<file path="src/rtl/sdram_rd_responder.sv">
// Device-side SDRAM read responder: decodes ACTIVE/READ/BURST_STOP/PRECHARGE,
// tracks open rows per bank, streams full-page bursts from a sync memory with exact CAS latency.
module sdram_rd_responder #(
  parameter int CL    = 3,
  parameter int TRCD  = 2,
  parameter int ROW_W = 13,
  parameter int COL_W = 9
) (
  input  logic                     rd_clk,
  input  logic                     rd_rst_n,
  input  logic [3:0]               sd_cmd,
  input  logic [1:0]               sd_bank,
  input  logic [ROW_W-1:0]         sd_addr,
  output logic                     mem_rd_en,
  output logic [ROW_W+COL_W+1:0]   mem_addr,
  input  logic [15:0]              mem_rdata,
  output logic [15:0]              dq,
  output logic                     dq_valid,
  output logic [2:0]               err
);

  localparam int AW = 2 + ROW_W + COL_W;
  localparam int TW = (TRCD > 1) ? $clog2(TRCD) : 1;

  localparam logic [3:0] CMD_ACT = 4'b0011;
  localparam logic [3:0] CMD_RD  = 4'b0101;
  localparam logic [3:0] CMD_BST = 4'b0110;
  localparam logic [3:0] CMD_PRE = 4'b0010;

  typedef enum logic {B_IDLE, B_BURST} bst_t;

  logic [3:0]       open_q, open_d;
  logic [ROW_W-1:0] row_q  [4];
  logic [ROW_W-1:0] row_d  [4];
  logic [TW-1:0]    trcd_q [4];
  logic [TW-1:0]    trcd_d [4];
  bst_t             state_q, state_d;
  logic [COL_W-1:0] col_q, col_d;
  logic [1:0]       bbank_q, bbank_d;
  logic [ROW_W-1:0] brow_q, brow_d;
  logic             mem_rd_en_q, mem_rd_en_d;
  logic [AW-1:0]    mem_addr_q, mem_addr_d;
  logic [2:0]       err_q, err_d;
  logic             rdata_vld_q;

  logic             is_act, is_rd, is_bst, is_pre, rd_ok, issue;
  logic [1:0]       iss_bank;
  logic [ROW_W-1:0] iss_row;
  logic [COL_W-1:0] iss_col;
  logic             dq_vld_w;
  logic [15:0]      dq_dat_w;

  always_comb begin
    is_act      = (sd_cmd == CMD_ACT);
    is_rd       = (sd_cmd == CMD_RD);
    is_bst      = (sd_cmd == CMD_BST);
    is_pre      = (sd_cmd == CMD_PRE);
    open_d      = open_q;
    row_d       = row_q;
    trcd_d      = trcd_q;
    err_d       = err_q;
    state_d     = state_q;
    col_d       = col_q;
    bbank_d     = bbank_q;
    brow_d      = brow_q;
    mem_addr_d  = mem_addr_q;
    issue       = 1'b0;
    iss_bank    = bbank_q;
    iss_row     = brow_q;
    iss_col     = col_q;

    for (int i = 0; i < 4; i++) begin
      if (trcd_q[i] != '0) trcd_d[i] = trcd_q[i] - TW'(1);
    end

    rd_ok = is_rd && open_q[sd_bank] && (trcd_q[sd_bank] == '0);

    if (is_act) begin
      if (open_q[sd_bank]) begin
        err_d[2] = 1'b1;
      end else begin
        open_d[sd_bank] = 1'b1;
        row_d[sd_bank]  = sd_addr;
        trcd_d[sd_bank] = TW'(TRCD - 1);
      end
    end

    if (is_rd && !open_q[sd_bank])  err_d[0] = 1'b1;
    else if (is_rd && !rd_ok)       err_d[1] = 1'b1;

    if (is_pre) begin
      if (sd_addr[10]) open_d = '0;
      else             open_d[sd_bank] = 1'b0;
    end

    // An accepted READ always wins: it starts or restarts the burst on this same edge.
    if (rd_ok) begin
      state_d  = B_BURST;
      bbank_d  = sd_bank;
      brow_d   = row_q[sd_bank];
      iss_bank = sd_bank;
      iss_row  = row_q[sd_bank];
      iss_col  = sd_addr[COL_W-1:0];
      issue    = 1'b1;
    end else if (state_q == B_BURST) begin
      if (is_bst || is_pre) state_d = B_IDLE;
      else                  issue   = 1'b1;
    end

    mem_rd_en_d = issue;
    if (issue) begin
      col_d      = iss_col + COL_W'(1);
      mem_addr_d = {iss_bank, iss_row, iss_col};
    end
  end

  always_ff @(posedge rd_clk or negedge rd_rst_n) begin
    if (!rd_rst_n) begin
      open_q <= '0;
      for (int i = 0; i < 4; i++) begin
        row_q[i]  <= '0;
        trcd_q[i] <= '0;
      end
      state_q     <= B_IDLE;
      col_q       <= '0;
      bbank_q     <= '0;
      brow_q      <= '0;
      mem_rd_en_q <= 1'b0;
      mem_addr_q  <= '0;
      err_q       <= '0;
      rdata_vld_q <= 1'b0;
    end else begin
      open_q      <= open_d;
      row_q       <= row_d;
      trcd_q      <= trcd_d;
      state_q     <= state_d;
      col_q       <= col_d;
      bbank_q     <= bbank_d;
      brow_q      <= brow_d;
      mem_rd_en_q <= mem_rd_en_d;
      mem_addr_q  <= mem_addr_d;
      err_q       <= err_d;
      rdata_vld_q <= mem_rd_en_q;
    end
  end

  // mem_rdata arrives one cycle after the strobe; CL-2 further stages align it to CAS latency.
  generate
    if (CL == 2) begin : g_cl2
      assign dq_vld_w = rdata_vld_q;
      assign dq_dat_w = mem_rdata;
    end else begin : g_pipe
      logic [CL-3:0] pvld_q;
      logic [15:0]   pdat_q [CL-2];
      always_ff @(posedge rd_clk or negedge rd_rst_n) begin
        if (!rd_rst_n) begin
          pvld_q <= '0;
          for (int i = 0; i < CL - 2; i++) pdat_q[i] <= '0;
        end else begin
          pvld_q[0] <= rdata_vld_q;
          pdat_q[0] <= mem_rdata;
          for (int i = 1; i < CL - 2; i++) begin
            pvld_q[i] <= pvld_q[i-1];
            pdat_q[i] <= pdat_q[i-1];
          end
        end
      end
      assign dq_vld_w = pvld_q[CL-3];
      assign dq_dat_w = pdat_q[CL-3];
    end
  endgenerate

  assign mem_rd_en = mem_rd_en_q;
  assign mem_addr  = mem_addr_q;
  assign err       = err_q;
  assign dq_valid  = dq_vld_w;
  assign dq        = dq_vld_w ? dq_dat_w : 16'h0000;

endmodule

</file>
<file path="config.mk">
export PLATFORM = sky130hd
export DESIGN_NAME = sdram_rd_responder
export DESIGN_NICKNAME = d
export VERILOG_FILES = /design/src/rtl/sdram_rd_responder.sv
export SDC_FILE = /design/constraint.sdc
export NUM_CORES = 1
export LEC_CHECK = 0
export CORE_MARGIN = 3
export CORE_UTILIZATION = 26
export DETAILED_ROUTE_END_ITERATION = 8
export PLACE_DENSITY = 0.43
export RECOVER_POWER = 25
export SLEW_MARGIN = 5
export SYNTH_ARGS = -nofsm -noshare
export SYNTH_HDL_FRONTEND = slang
export SYNTH_SLANG_ARGS = --single-unit
</file>
<file path="constraint.sdc">
create_clock -name rd_clk -period 8.6 [get_ports rd_clk]
set_clock_uncertainty 0.15 [all_clocks]
set_input_delay 1.29 -clock rd_clk [delete_from_list [all_inputs] [get_ports rd_clk]]
set_output_delay 1.29 -clock rd_clk [all_outputs]
set_load 0.01 [all_outputs]
</file>
### Word level (Yosys, flattened, before mapping)

Cells that the tools add are included.

| word-level totals | value |
|---|---|
| ROM bits | 0 |
| bits in writable memories | 0 |
| output and inout bits | 45 |
| memories | 0 |
| latch bits | 0 |
| bits of input ports | 37 |
| word-level logic and storage cells | 85 |
| bits in registers | 130 |

| cells by class | value |
|---|---|
| reductions and logical operators | 12 |
| $add $sub $neg | 5 |
| divide/modulo/power cells | 0 |
| magnitude comparators | 4 |
| multipliers | 0 |
| bitwise logic cells | 8 |
| shift-type cells | 0 |
| equal/unequal tests | 4 |
| multiplexer cells | 32 |

Operators with widths:

| operator | number |
|---|---|
| $bwmux W52 | 1 |
| $mux W13 | 4 |
| $bmux W13 S2 | 1 |
| $demux W13 S2 | 1 |
| $mux W4 | 6 |
| $mux W16 | 1 |
| $mux W1 | 12 |
| $add A9 B1 Y9 const B | 1 |
| $mux W9 | 1 |
| $eq A4 B2 Y1 const B | 2 |
| $eq A4 B3 Y1 const B | 2 |
| $or A4 B4 Y4 | 2 |
| $logic_and A1 B1 Y1 | 6 |
| $reduce_and A2 Y1 | 3 |
| $and A4 B4 Y4 | 1 |
| $bmux W1 S2 | 2 |
| $demux W1 S2 | 2 |
| $not A4 Y4 | 1 |
| $sub A1 B1 Y1 const B | 4 |
| $ge A3 B3 Y1 const B | 1 |
| $lt A2 B3 Y1 const B | 1 |
| $lt A3 B1 Y1 const B | 1 |
| $not A1 Y1 | 3 |
| $not A2 Y3 | 1 |
| 4 further kinds | 5 |

### Longest topological paths before layout

Gate-level depths: netlist of run 1.

| depth | value |
|---|---|
| depth after elaboration | 10 |
| mapped depth | 12 |
| mapped depth without buffers | 9 |

### Worst setup path after synthesis of run 1

Ideal clock, no wire load.

| path | value |
|---|---|
| path type | input to register |
| from | input port sd_bank[0] |
| to | register col_q[8] |
| path buffers | 3 |
| stages on the path | 12 |
| arrival | 3.563 ns |
| setup slack | 4.761 ns |
| setup time | 0.126 ns |
| cell sequence | buf_6 -> or3b_1 -> a211o_1 -> buf_6 -> nand2_4 -> buf_12 -> mux2_4 -> ha_1 -> and3_1 -> nor4bb_1 -> xnor2_1 -> mux2i_1 |

| on the way | value |
|---|---|
| longest elaborated chain between the ends | 8 |
| elaborated cells between the ends (all ways) | 12 |
| those cells by class | add/sub: 1; mux: 7; bitwise: 2; reduce/logical: 2 |

Ends and longest elaborated chain:

| element | RTL line | source |
|---|---|---|
| from (decl) | 12 | `input logic [1:0] sd_bank,` |
| $not A2 Y3 (implied by the code) | 76 | `rd_ok = is_rd && open_q[sd_bank] && (trcd_q[sd_bank] == '0);` |
| $bmux W1 S2 | 76 |  |
| $mux W1 (implied by the code) (2 in series) | 76 |  |
| $not A1 Y1 | 76 |  |
| $logic_and A1 B1 Y1 * | 76 |  |
| $mux W9 * | 97 | `if (rd_ok) begin` |
| named net iss_col[0] | 49 | `logic [COL_W-1:0] iss_col;` |
| $add A9 B1 Y9 * | 112 | `col_d = iss_col + COL_W'(1);` |
| to (signal assigned) | 137 | `col_q <= col_d;` |
| to (decl) | 38 | `logic [COL_W-1:0] col_q, col_d;` |

The timed path passes the listed nets; every way through them passes the cells marked *. The select of a mux whose other input is x is not followed.
A chain may end at the register's enable or synchronous reset.

### Worst setup path in the final report of run 1

Same ends and word-level chain as after synthesis.

==> out/summary.log, run 1 <==
INFO  status         run_status=finished, violations left
INFO  status         violations=capacitance limit, slew limit
INFO  worst_hold_path hold_class=reg2reg
INFO  layout         antenna_cells_inserted=0
INFO  timing         setup_ws=3.27ns
INFO  worst_hold_path timing.hold.worst.start=rdata_vld_q
INFO  detailed_routing drt_iter0_markers=176
INFO  worst_setup_path cp_max_fo=31
INFO  detailed_routing route.detailed.vias_per_inst=4.61
INFO  clock_tree     post_cts.resized_instances=0
INFO  timing         grt_setup_unrepaired=no
INFO  clock_tree     cts.sink_count=130
INFO  floorplanning  die_h=155um
INFO  worst_setup_path cp.required=8.74ns
INFO  place          detailed_place.area=6850um2
INFO  synthesis      ys.flop_type=sky130_fd_sc_hd__dfrtp_1
INFO  synthesis      yosysUniqueCellTypes=46
INFO  clock_tree     htreeDepth=4
INFO  worst_setup_path worst-setup-path-type=in2reg
INFO  place          pre_cts_ws=3.77ns
INFO  timing         maxSlewHeadroom=-115%
INFO  pwr            power_density=277nW/um2
INFO  clock_tree     cts_post_setup_buffers_inserted=0
INFO  timing         max_freq=0.187GHz
INFO  detailed_routing drtPass1Iterations=6
INFO  global_routing first_pass_grt_wire_length=22,900um
INFO  synthesis      post_synth_instance_area=5810um2
INFO  clock_tree     post_cts_hold_buffer_count=0
INFO  synthesis      post_synthesis_cells=419
INFO  detailed_routing avgRoutedWirePerCell=18.0um
INFO  floorplanning  ios=82
INFO  timing         setup_violations=0
INFO  timing         max_slew.worst_pin.slew=3.23ns
INFO  synthesis      asr_flop_ratio_synth=100%
INFO  worst_setup_path crit_arrival=5.47ns
INFO  synthesis      postSynthNetCount=457
INFO  detailed_routing antenna_violating_nets_post_route=0
INFO  synthesis      number_of_flops_mapped_to_enable_cells_by_yosys=0
INFO  floorplanning  fp.dieArea=24,200um2
INFO  clock_tree     clk_pin_slew_worst_paths=0.06ns
INFO  clock_tree     tritoncts=done
INFO  layout         drive_gt1_share=25.1%
INFO  global_routing track_usage=12.4%
INFO  synthesis      synthesis.yosys.warnings=0
INFO  floorplanning  die_w=155um
INFO  place          port_buffers=81
INFO  detailed_routing detail_route.drc_violations=0
INFO  timing         tns=0ns
INFO  global_routing grt_overflow=0
INFO  clock_tree     worstSkewPairLatency=0.42ns
INFO  place          globalplace.congestion=0.757
INFO  floorplanning  core_area=21,900um2
INFO  layout         area_growth_synth_to_finish=28.3%
INFO  global_routing vias_in_the_first_global_route=3,966
INFO  worst_setup_path crit_path_end_kind=flip-flop
INFO  timing         min_period_over_period=62.0%
INFO  layout         non_filler_cell_area_final=7450um2
INFO  worst_setup_path start_kind=input pin
INFO  timing         report.final.hold_viol_count=0
INFO  place          post-dp-hpwl=9460um
INFO  clock_tree     cts.root.buffer_cell=sky130_fd_sc_hd__clkbuf_16
INFO  worst_setup_path worstSetupStartpoint=sd_bank[0]
INFO  worst_setup_path rrSetupSlack=5.30ns
INFO  global_routing grt_start_max_net_pins=74
INFO  job            cap_violations=2
INFO  synthesis      syn_avg_cell_area=13.9um2
INFO  detailed_routing drt_wl_total=14,300um
INFO  layout         num-fill-cells=2,177
INFO  timing         layout_min_cycle_time=5.33ns
INFO  synthesis      synth_seq_area_share=56.0%
INFO  global_routing number_of_antenna_violations_at_the_first_check_in_global_routing=0
INFO  pwr            total_leakage_power=3.34nW
INFO  pwr            worst_ir_drop_vdd=0.0991mV
INFO  clock_tree     cts-root-to-sink-buffers=2
INFO  worst_setup_path critical_path.reg2reg.startpoint=open_q[0]
INFO  floorplanning  floorplan.rows=54
INFO  timing         finalMaxSlewViolations=86
INFO  floorplanning  initial_utilization=26.5%
INFO  synthesis      ys_ff_latch=130
INFO  layout         layout.nets=536
INFO  detailed_routing vias=3,641
INFO  clock_tree     cts-buffers-inserted=17
## report_power, final
| part | leakage (nW) | switching [mW] | internal [mW] |
|---|---|---|---|
| Sequential | 1.65 | 0.0978 | 0.758 |
| Clock | 0.284 | 0.266 | 0.476 |
| Combinational | 1.40 | 0.184 | 0.278 |
| Total | 3.34 | 0.548 | 1.51 |
## cell usage after synthesis, drive strengths merged (6+ instances only)
library cell / number / area (um2)
dfrtp: 130 / 3250
mux2: 68 / 796
a21oi: 46 / 230
mux2i: 30 / 300
and2: 17 / 106
buf: 17 / 140
mux4: 15 / 338
nand3: 12 / 60.1
clkbuf: 10 / 37.5
xor2: 10 / 87.6
nand2: 7 / 36.3
a21o: 6 / 45.0
and3: 6 / 42.5
## layout make-up
cell class | count | area (um2) | share of cell area [%]
clock inverter | 9 | 130 | 1.75
sequential | 130 | 3250 | 43.7
clock buffer | 22 | 474 | 6.37
multi-input combinational | 260 | 2380 | 32.0
tap | 280 | 350 | 4.71
inverter | 2 | 7.51 | 0.101
timing repair buffer | 87 | 846 | 11.4
## cells by family after synthesis
| group | after synthesis | share of synthesized area (%) |
|---|---|---|
| compound gates | 63 | 5.99 |
| mux | 113 | 24.7 |
| xor+xnor | 15 | 2.26 |
| buf+inv | 29 | 3.19 |
| flops | 130 | 56.0 |
| simple gates | 68 | 7.61 |
| fa+ha+maj | 1 | 0.215 |
## placed cells by master, fill, tap and decap left out, types with 2 or more instances in the layout
| master | instances |
|---|---|
| sky130_fd_sc_hd__clkinv_2 | 2 |
| sky130_fd_sc_hd__nor3b_1 | 2 |
| sky130_fd_sc_hd__clkinvlp_4 | 4 |
| sky130_fd_sc_hd__and3_1 | 5 |
| sky130_fd_sc_hd__and4bb_2 | 2 |
| sky130_fd_sc_hd__nor2_2 | 2 |
| sky130_fd_sc_hd__mux2i_1 | 30 |
| sky130_fd_sc_hd__nand3b_1 | 2 |
| sky130_fd_sc_hd__nand2_1 | 5 |
| sky130_fd_sc_hd__xnor2_1 | 5 |
| sky130_fd_sc_hd__dfrtp_1 | 130 |
| sky130_fd_sc_hd__clkbuf_1 | 4 |
| sky130_fd_sc_hd__nand4_1 | 2 |
| sky130_fd_sc_hd__mux2_2 | 60 |
| sky130_fd_sc_hd__clkdlybuf4s50_1 | 64 |
| sky130_fd_sc_hd__a21oi_1 | 46 |
| sky130_fd_sc_hd__nand3_1 | 12 |
| sky130_fd_sc_hd__a21o_1 | 6 |
| sky130_fd_sc_hd__and2_1 | 17 |
| sky130_fd_sc_hd__mux2_4 | 8 |
| sky130_fd_sc_hd__bufinv_16 | 3 |
| sky130_fd_sc_hd__buf_4 | 5 |
| sky130_fd_sc_hd__clkbuf_16 | 17 |
| sky130_fd_sc_hd__dlygate4sd3_1 | 16 |
| sky130_fd_sc_hd__o21ai_0 | 5 |
| sky130_fd_sc_hd__xor2_1 | 10 |
| sky130_fd_sc_hd__clkbuf_8 | 3 |
| sky130_fd_sc_hd__mux4_2 | 15 |
| sky130_fd_sc_hd__nor2b_1 | 2 |
| sky130_fd_sc_hd__o211ai_1 | 2 |
| sky130_fd_sc_hd__nand2b_1 | 2 |
| sky130_fd_sc_hd__nor3_1 | 2 |
| sky130_fd_sc_hd__inv_1 | 2 |
| sky130_fd_sc_hd__nor2_1 | 2 |
## metrics by stage
step,util [%],hold WS (ns),cells,power [mW]
4_1_cts,34.0,0.199,790,2.10
3_3_place_gp,31.3,0.188,759,1.33
2_1_floorplan,-,0.181,419,1.10
6_report,34.0,0.198,790,2.06
3_5_place_dp,31.3,0.186,759,1.34
5_1_grt,34.0,0.218,790,2.18
## metal layers
layer | track usage, % | up-vias | part of all wire [%]
li1 | - | 1677 | -
met1 | 16.9 | 1854 | 48
met2 | 18.9 | 99 | 46
met3 | 3.28 | 11 | 4.8
met4 | 4.42 | 0 | 1.1
met5 | 0 | - | 0
## state kept, by name, summed over array words and instances (netlist names), 2 cells and up
| signal | flops |
|---|---|
| bbank_q | 2 |
| col_q | 9 |
| row_q | 52 |
| dq_dat_w | 16 |
| trcd_q | 4 |
| mem_addr | 24 |
| open_q | 4 |
| err | 3 |
| brow_q | 13 |
## path summary, 6_finish.rpt
path,cells past startpoint,to
worst max-delay path,12,col_q[8]
worst min-delay path,0,dq_valid
worst max register to register,10,col_q[8]
worst min register to register,0,dq_valid
max in group asynchronous,2,row_q[35]
min in group asynchronous,1,dq_dat_w[1]
## critical path, cell delays in order
cell	delay [ns]
sky130_fd_sc_hd__clkdlybuf4s50_1	0.45
sky130_fd_sc_hd__clkbuf_1	1.25
sky130_fd_sc_hd__nor3b_1	0.13
sky130_fd_sc_hd__o211ai_1	0.29
sky130_fd_sc_hd__buf_4	0.37
sky130_fd_sc_hd__nand2_4	0.27
sky130_fd_sc_hd__mux2_4	0.27
sky130_fd_sc_hd__ha_1	0.24
sky130_fd_sc_hd__and3_1	0.23
sky130_fd_sc_hd__nor4bb_1	0.35
sky130_fd_sc_hd__xnor2_1	0.18
sky130_fd_sc_hd__mux2i_1	0.10
Note: power is estimated with default switching activity, not from simulation.
==> run 2, diff against run 1 <==
PLACE_DENSITY = 0.45   (was 0.43)
clock period = 4.8 ns   (was 8.6 ns; I/O delays follow)
==> run 2 against run 1 <==
  * The run still ends with capacitance limit, slew limit left
  * Cell count up 0.89%
  * Power up 78%
  * Wire length up 1.0%
  * Clock power up 75%
  * Register-to-register slack worse by 3.6 ns
  * Count of clock-buffer cells in the layout down 4
  * Setup slack worse by 2.0 ns
  * Critical path depth down 1
  * Critical endpoint unchanged
==> out/summary.log, run 2 (same netlist as run 1, synthesis figures left out) <==
INFO  status         run_status=finished, violations left
INFO  status         violations=capacitance limit, slew limit
INFO  clock_tree     cts_post_setup_buffers_inserted=0 [unchanged]
INFO  worst_setup_path cp_num_buf_inv=2 [-1]
INFO  floorplanning  core_area=21,900um2 [unchanged]
INFO  clock_tree     cts.root.buffer_cell=sky130_fd_sc_hd__clkbuf_16
INFO  worst_setup_path slowest_delay=0.40ns [-0.85 ns]
INFO  job            cap_violations=1 [-1]
INFO  timing         layout_min_cycle_time=3.55ns
INFO  timing         max_slew.worst_pin.slew=2.04ns [-1.18 ns]
INFO  worst_setup_path crit_family=simple AND/OR/NAND/NOR gates
INFO  timing         max_freq=0.281GHz
INFO  layout         layout.cells.most_common=sky130_fd_sc_hd__dfrtp_1
INFO  timing         grt_setup_unrepaired=no
INFO  global_routing track_usage=12.5% [+0.14 points]
INFO  clock_tree     cts.sink_count=130 [unchanged]
INFO  layout         drive_gt1_share=26.3% [+1.2 points]
INFO  detailed_routing antenna_violating_nets_post_route=0 [unchanged]
INFO  place          globalplace.congestion=0.753 [-0.55%]
INFO  worst_setup_path worst-setup-path-type=in2reg
INFO  worst_hold_path timing.hold.worst_path_depth=0 [unchanged]
INFO  floorplanning  die_w=155um [unchanged]
INFO  pwr            worst_ir_drop_vdd=0.233mV [+140%]
INFO  clock_tree     tritoncts=done
INFO  detailed_routing drt_iter0_markers=175 [-0.57%]
INFO  worst_hold_path hold_class=reg2reg
INFO  global_routing number_of_antenna_violations_at_the_first_check_in_global_routing=0 [unchanged]
INFO  timing         finalMaxSlewViolations=78 [-9.3%]
INFO  layout         layout.nets=542 [+1.1%]
INFO  floorplanning  fp.dieArea=24,200um2 [unchanged]
INFO  timing         setup_violations=0 [unchanged]
INFO  timing         tns=0ns [unchanged]
INFO  layout         finish.utilization=34.2% [+0.15 points]
INFO  layout         layout_common_cells=sky130_fd_sc_hd__dfrtp_1 (130), sky130_fd_sc_hd__clkdlybuf4s50_1 (64), sky130_fd_sc_hd__mux2_2 (60)
INFO  clock_tree     cts-buffers-inserted=17 [unchanged]
INFO  timing         maxSlewHeadroom=-36.3% [+79 points]
INFO  layout         non_filler_cell_area_final=7480um2 [+0.45%]
INFO  worst_setup_path crit_arrival=3.69ns [-1.78 ns]
INFO  pwr            total_leakage_power=3.38nW [+1.3%]
INFO  global_routing vias_in_the_first_global_route=3,882 [-2.1%]
INFO  detailed_routing detail_route.drc_violations=0 [unchanged]
INFO  layout         area_growth_synth_to_finish=28.8%
INFO  clock_tree     post_cts_hold_buffer_count=0 [unchanged]
INFO  floorplanning  ios=82 [unchanged]
INFO  clock_tree     htreeDepth=4 [unchanged]
INFO  worst_setup_path cp_max_fo=18 [-42%]
INFO  timing         report.final.hold_viol_count=0 [unchanged]
INFO  global_routing first_pass_grt_wire_length=23,100um [+0.96%]
INFO  global_routing grt_overflow=0 [unchanged]
INFO  place          detailed_place.area=6890um2 [+0.58%]
INFO  layout         antenna_cells_inserted=0 [unchanged]
INFO  clock_tree     cts-root-to-sink-buffers=2 [unchanged]
INFO  clock_tree     clk_pin_slew_worst_paths=0.06ns [about the same]
INFO  worst_setup_path crit_path_end_kind=flip-flop
INFO  worst_setup_path slowest_stage=sky130_fd_sc_hd__clkdlybuf4s50_1
INFO  timing         final.hold.worst_slack=0.196ns [-0.00212 ns]
INFO  layout         max_ffs_per_register=52 [unchanged]
INFO  global_routing grt_start_max_net_pins=79 [+6.8%]
INFO  timing         min_period_over_period=74.1%
INFO  layout         num-fill-cells=2,188 [+0.51%]
INFO  place          pre_cts_ws=0.818ns [-2.95 ns]
INFO  worst_setup_path cp.required=4.94ns [-3.80 ns]
INFO  worst_setup_path start_kind=input pin
INFO  worst_setup_path timing.reg2reg.worst_path_depth=9 [-1]
INFO  worst_setup_path path_depth=11 [-1]
INFO  place          post-dp-hpwl=9860um [+4.2%]
INFO  worst_setup_path cp_cell_sequence=clkdlybuf4s50_1, buf_4, or3b_1, a211o_1, nand2_4, mux2_4, ha_1, and3_1, nor4bb_1, xnor2_1, mux2i_1
INFO  detailed_routing vias=3,667 [+0.71%]
INFO  floorplanning  floorplan.rows=54 [unchanged]
INFO  detailed_routing drt_wl_total=14,400um [+1.0%]
INFO  detailed_routing drtPass1Iterations=4 [-2]
INFO  pwr            power_density=489nW/um2 [+77%]
INFO  clock_tree     post_cts.resized_instances=0 [unchanged]
INFO  layout         registers.top_by_ff_count=row_q
INFO  timing         setup_ws=1.25ns [-2.02 ns]
INFO  place          port_buffers=81 [unchanged]
INFO  clock_tree     worstSkewPairLatency=0.42ns [about the same]
INFO  floorplanning  initial_utilization=26.5% [unchanged]
INFO  floorplanning  die_h=155um [unchanged]
INFO  detailed_routing avgRoutedWirePerCell=18.1um [+0.12%]
INFO  detailed_routing route.detailed.vias_per_inst=4.60 [-0.17%]
-- run 2: cell types whose count changed in the layout (fill, tap and decap cells not counted), sizes merged --
cell,delta
buf,+7
inv,+1
clkinv,+5
clkbuf,-5
clkinvlp,-1
-- run 2: layout make-up --
class	count	area (um2)	share of cell area, %
flip-flops and latches	130	3250	43.5
multi-input cells	260	2370	31.6
inverters	2	7.51	0.100
repair buffers	93	908	12.1
clock inverters	14	164	2.19
well taps	280	350	4.68
clock buffers	18	429	5.74
-- run 2: per-layer routing --
metal	GRT usage, %	wire [um]	up-vias
met5	0	0	-
met4	3.63	122	0
met3	3.70	728	13
met2	19.7	6750	89
met1	16.8	6800	1874
li1	-	-	1691
-- run 2: worst paths after layout --
path	from	end	slack (ns)
hold / removal	rdata_vld_q	dq_valid	0.20
setup / recovery	sd_bank[0]	col_q[8]	1.25
min in group asynchronous	rd_rst_n	col_q[3]	0.74
hold reg to reg	rdata_vld_q	dq_valid	0.20
max in group asynchronous	rd_rst_n	row_q[35]	2.56
setup reg to reg	open_q[0]	col_q[8]	1.75
-- run 2: metrics by stage --
stage	std cells	total power, mW
floorplan	419	1.97
finish	797	3.66
global route	797	3.88
global placement	765	2.38
detailed placement	765	2.41
CTS	797	3.73
-- run 2: worst reg2reg max path, cell delays in order, from the launching register on --
cell and delay, ns:
sky130_fd_sc_hd__dfrtp_1 0.42, sky130_fd_sc_hd__or3b_1 0.37, sky130_fd_sc_hd__a211o_1 0.38, sky130_fd_sc_hd__nand2_4 0.29
sky130_fd_sc_hd__mux2_4 0.22, sky130_fd_sc_hd__ha_1 0.24, sky130_fd_sc_hd__and3_1 0.22, sky130_fd_sc_hd__nor4bb_1 0.38
sky130_fd_sc_hd__xnor2_1 0.17, sky130_fd_sc_hd__mux2i_1 0.08
-- run 2: where the power goes --
part | internal (mW) | total [mW] | leakage, nW | switching (mW)
Combinational | 0.500 | 0.828 | 1.44 | 0.329
Sequential | 1.36 | 1.53 | 1.65 | 0.175
Clock | 0.813 | 1.30 | 0.286 | 0.485
==> run 3, diff against run 2 <==
PLACE_DENSITY = 0.43   (was 0.45)
clock period = 3.6 ns   (was 4.8 ns; I/O delays follow)
==> run 3 against run 2 <==
  * The flow now finishes without violations
  * First-iteration DRC count shrank 20%
  * Die area is the same
  * Design area grew 0.47%
  * Sequential power grew 34%
  * Sequential share of layout area shrank 0.20 points
  * Via count grew 2.0%
  * Utilization grew 0.16 points
==> out/summary.log, run 3 (same netlist as run 1, synthesis figures left out) <==
INFO  layout         registers.top_by_ff_count=row_q
INFO  place          place.detailed.instances=772 [+0.92%]
INFO  clock_tree     htreeDepth=4 [unchanged]
INFO  detailed_routing drt_iter0_markers=140 [-20%]
INFO  pwr            power_density=635nW/um2 [+30%]
INFO  layout         antenna_cells_inserted=0 [unchanged]
INFO  timing         max_slew.worst_pin.slew=1.47ns [-0.571 ns]
INFO  clock_tree     cts-root-to-sink-buffers=2 [unchanged]
INFO  timing         layout_min_cycle_time=3.14ns
INFO  worst_setup_path worst-setup-path-type=in2reg
INFO  layout         layout.cells.most_common=sky130_fd_sc_hd__dfrtp_1
INFO  worst_setup_path start_kind=input pin
INFO  detailed_routing vias=3,741 [+2.0%]
INFO  clock_tree     worstSkewPairLatency=0.42ns [about the same]
INFO  layout         drive_gt1_share=26.9% [+0.60 points]
INFO  layout         layout_common_cells=sky130_fd_sc_hd__dfrtp_1 (130), sky130_fd_sc_hd__clkdlybuf4s50_1 (64), sky130_fd_sc_hd__mux2_2 (60)
INFO  worst_setup_path cp.required=3.73ns [-1.21 ns]
INFO  layout         max_ffs_per_register=52 [unchanged]
INFO  layout         num-fill-cells=2,145 [-2.0%]
INFO  status         run_status=finished, final reports clean
INFO  detailed_routing antenna_violating_nets_post_route=0 [unchanged]
INFO  clock_tree     clk_pin_slew_worst_paths=0.06ns [about the same]
INFO  worst_setup_path cp_max_fo=6 [-12]
INFO  pwr            total_leakage_power=3.40nW [+0.72%]
INFO  floorplanning  die_w=155um [unchanged]
INFO  layout         area_growth_synth_to_finish=29.4%
INFO  detailed_routing avgRoutedWirePerCell=18.6um [+2.8%]
INFO  place          post-dp-hpwl=10000um [+1.4%]
INFO  floorplanning  ios=82 [unchanged]
INFO  worst_setup_path rrSetupSlack=0.64ns [-1.11 ns]
INFO  clock_tree     tritoncts=done
INFO  global_routing grt_overflow=0 [unchanged]
INFO  detailed_routing drt_wl_total=14,900um [+3.7%]
INFO  clock_tree     cts.root.buffer_cell=sky130_fd_sc_hd__clkbuf_16
INFO  floorplanning  floorplan.rows=54 [unchanged]
INFO  clock_tree     post_cts.resized_instances=0 [unchanged]
INFO  clock_tree     cts-buffers-inserted=17 [unchanged]
INFO  timing         setup_violations=0 [unchanged]
INFO  layout         final_cells=804 [+0.88%]
INFO  floorplanning  initial_utilization=26.5% [unchanged]
INFO  detailed_routing route.detailed.vias_per_inst=4.65 [+1.1%]
INFO  worst_setup_path crit_arrival=3.28ns [-0.41 ns]
INFO  detailed_routing detail_route.drc_violations=0 [unchanged]
INFO  global_routing number_of_antenna_violations_at_the_first_check_in_global_routing=0 [unchanged]
INFO  place          globalplace.congestion=0.774 [+2.8%]
INFO  worst_setup_path crit_path_end_kind=flip-flop
INFO  timing         tns=0ns [unchanged]
INFO  pwr            worst_ir_drop_vdd=0.241mV [+3.4%]
INFO  floorplanning  die_h=155um [unchanged]
INFO  clock_tree     cts_post_setup_buffers_inserted=0 [unchanged]
INFO  timing         max_freq=0.318GHz
INFO  timing         maxSlewHeadroom=1.74% [+38 points]
INFO  global_routing first_pass_grt_wire_length=23,800um [+2.9%]
INFO  floorplanning  core_area=21,900um2 [unchanged]
INFO  place          port_buffers=81 [unchanged]
INFO  timing         finalMaxSlewViolations=0 [-100%]
INFO  global_routing track_usage=13.0% [+0.45 points]
INFO  job            cap_violations=0 [-1]
INFO  global_routing grt_start_max_net_pins=58 [-27%]
INFO  timing         min_period_over_period=87.2%
INFO  worst_hold_path hold_class=reg2reg
INFO  clock_tree     cts.sink_count=130 [unchanged]
INFO  layout         layout.nets=549 [+1.3%]
INFO  clock_tree     post_cts_hold_buffer_count=0 [unchanged]
INFO  timing         grt_setup_unrepaired=no
INFO  floorplanning  fp.dieArea=24,200um2 [unchanged]
INFO  global_routing vias_in_the_first_global_route=3,898 [+0.41%]
INFO  detailed_routing drtPass1Iterations=4 [unchanged]
INFO  timing         report.final.hold_viol_count=0 [unchanged]
-- run 3: report_power, final --
group          switching [mW]  internal [mW]
Sequential              0.241           1.81
Combinational           0.441          0.671
Clock                   0.642          0.969
-- run 3: layout make-up --
type                    instances  area (um2)  area share (%)
clock buffers                  24         502            6.68
clock inverters                 8        52.6           0.699
inverters                       2        7.51          0.0999
multi-input cells             260        2370            31.5
flip-flops and latches        130        3250            43.3
well taps                     280         350            4.66
repair buffers                100         982            13.1
-- run 3: per-stage QoR --
stage                     instance area (um2)  hold WS (ns)  util, %  setup WS (ns)  total power [mW]
after floorplan                          5810        0.0944        -          0.511              2.62
after global placement                   6970         0.186     31.8          0.104              3.19
after detailed placement                 6970         0.185     31.8         0.0731              3.22
after CTS                                7520        0.0506     34.4          0.491              4.86
after global routing                     7510         0.218     34.3          0.349              5.05
final                                    7510         0.197     34.3          0.459              4.78
-- run 3: per-layer routing --
layer | wire length, um | GRT usage [%]
met2 | 6930 | 19.7
met1 | 7150 | 18.3
met4 | 155 | 3.71
met5 | 0 | 0
met3 | 698 | 3.39
-- run 3: worst paths after layout --
path,startpoint,end,cells past startpoint
setup / recovery,sd_bank[0],col_q[8],10
hold / removal,rdata_vld_q,dq_valid,0
setup reg to reg,open_q[0],col_q[8],9
hold reg to reg,rdata_vld_q,dq_valid,0
max in group asynchronous,rd_rst_n,col_q[1],2
min in group asynchronous,rd_rst_n,dq_valid,1
-- run 3: worst max-delay path: stages --
cell and delay (ns):
sky130_fd_sc_hd__clkdlybuf4s50_1 0.45, sky130_fd_sc_hd__or3b_1 0.40, sky130_fd_sc_hd__a211o_1 0.37, sky130_fd_sc_hd__and2_1 0.22
sky130_fd_sc_hd__mux2_4 0.20, sky130_fd_sc_hd__ha_1 0.26, sky130_fd_sc_hd__and3_1 0.24, sky130_fd_sc_hd__nor4bb_1 0.34
sky130_fd_sc_hd__xnor2_1 0.17, sky130_fd_sc_hd__mux2i_1 0.09
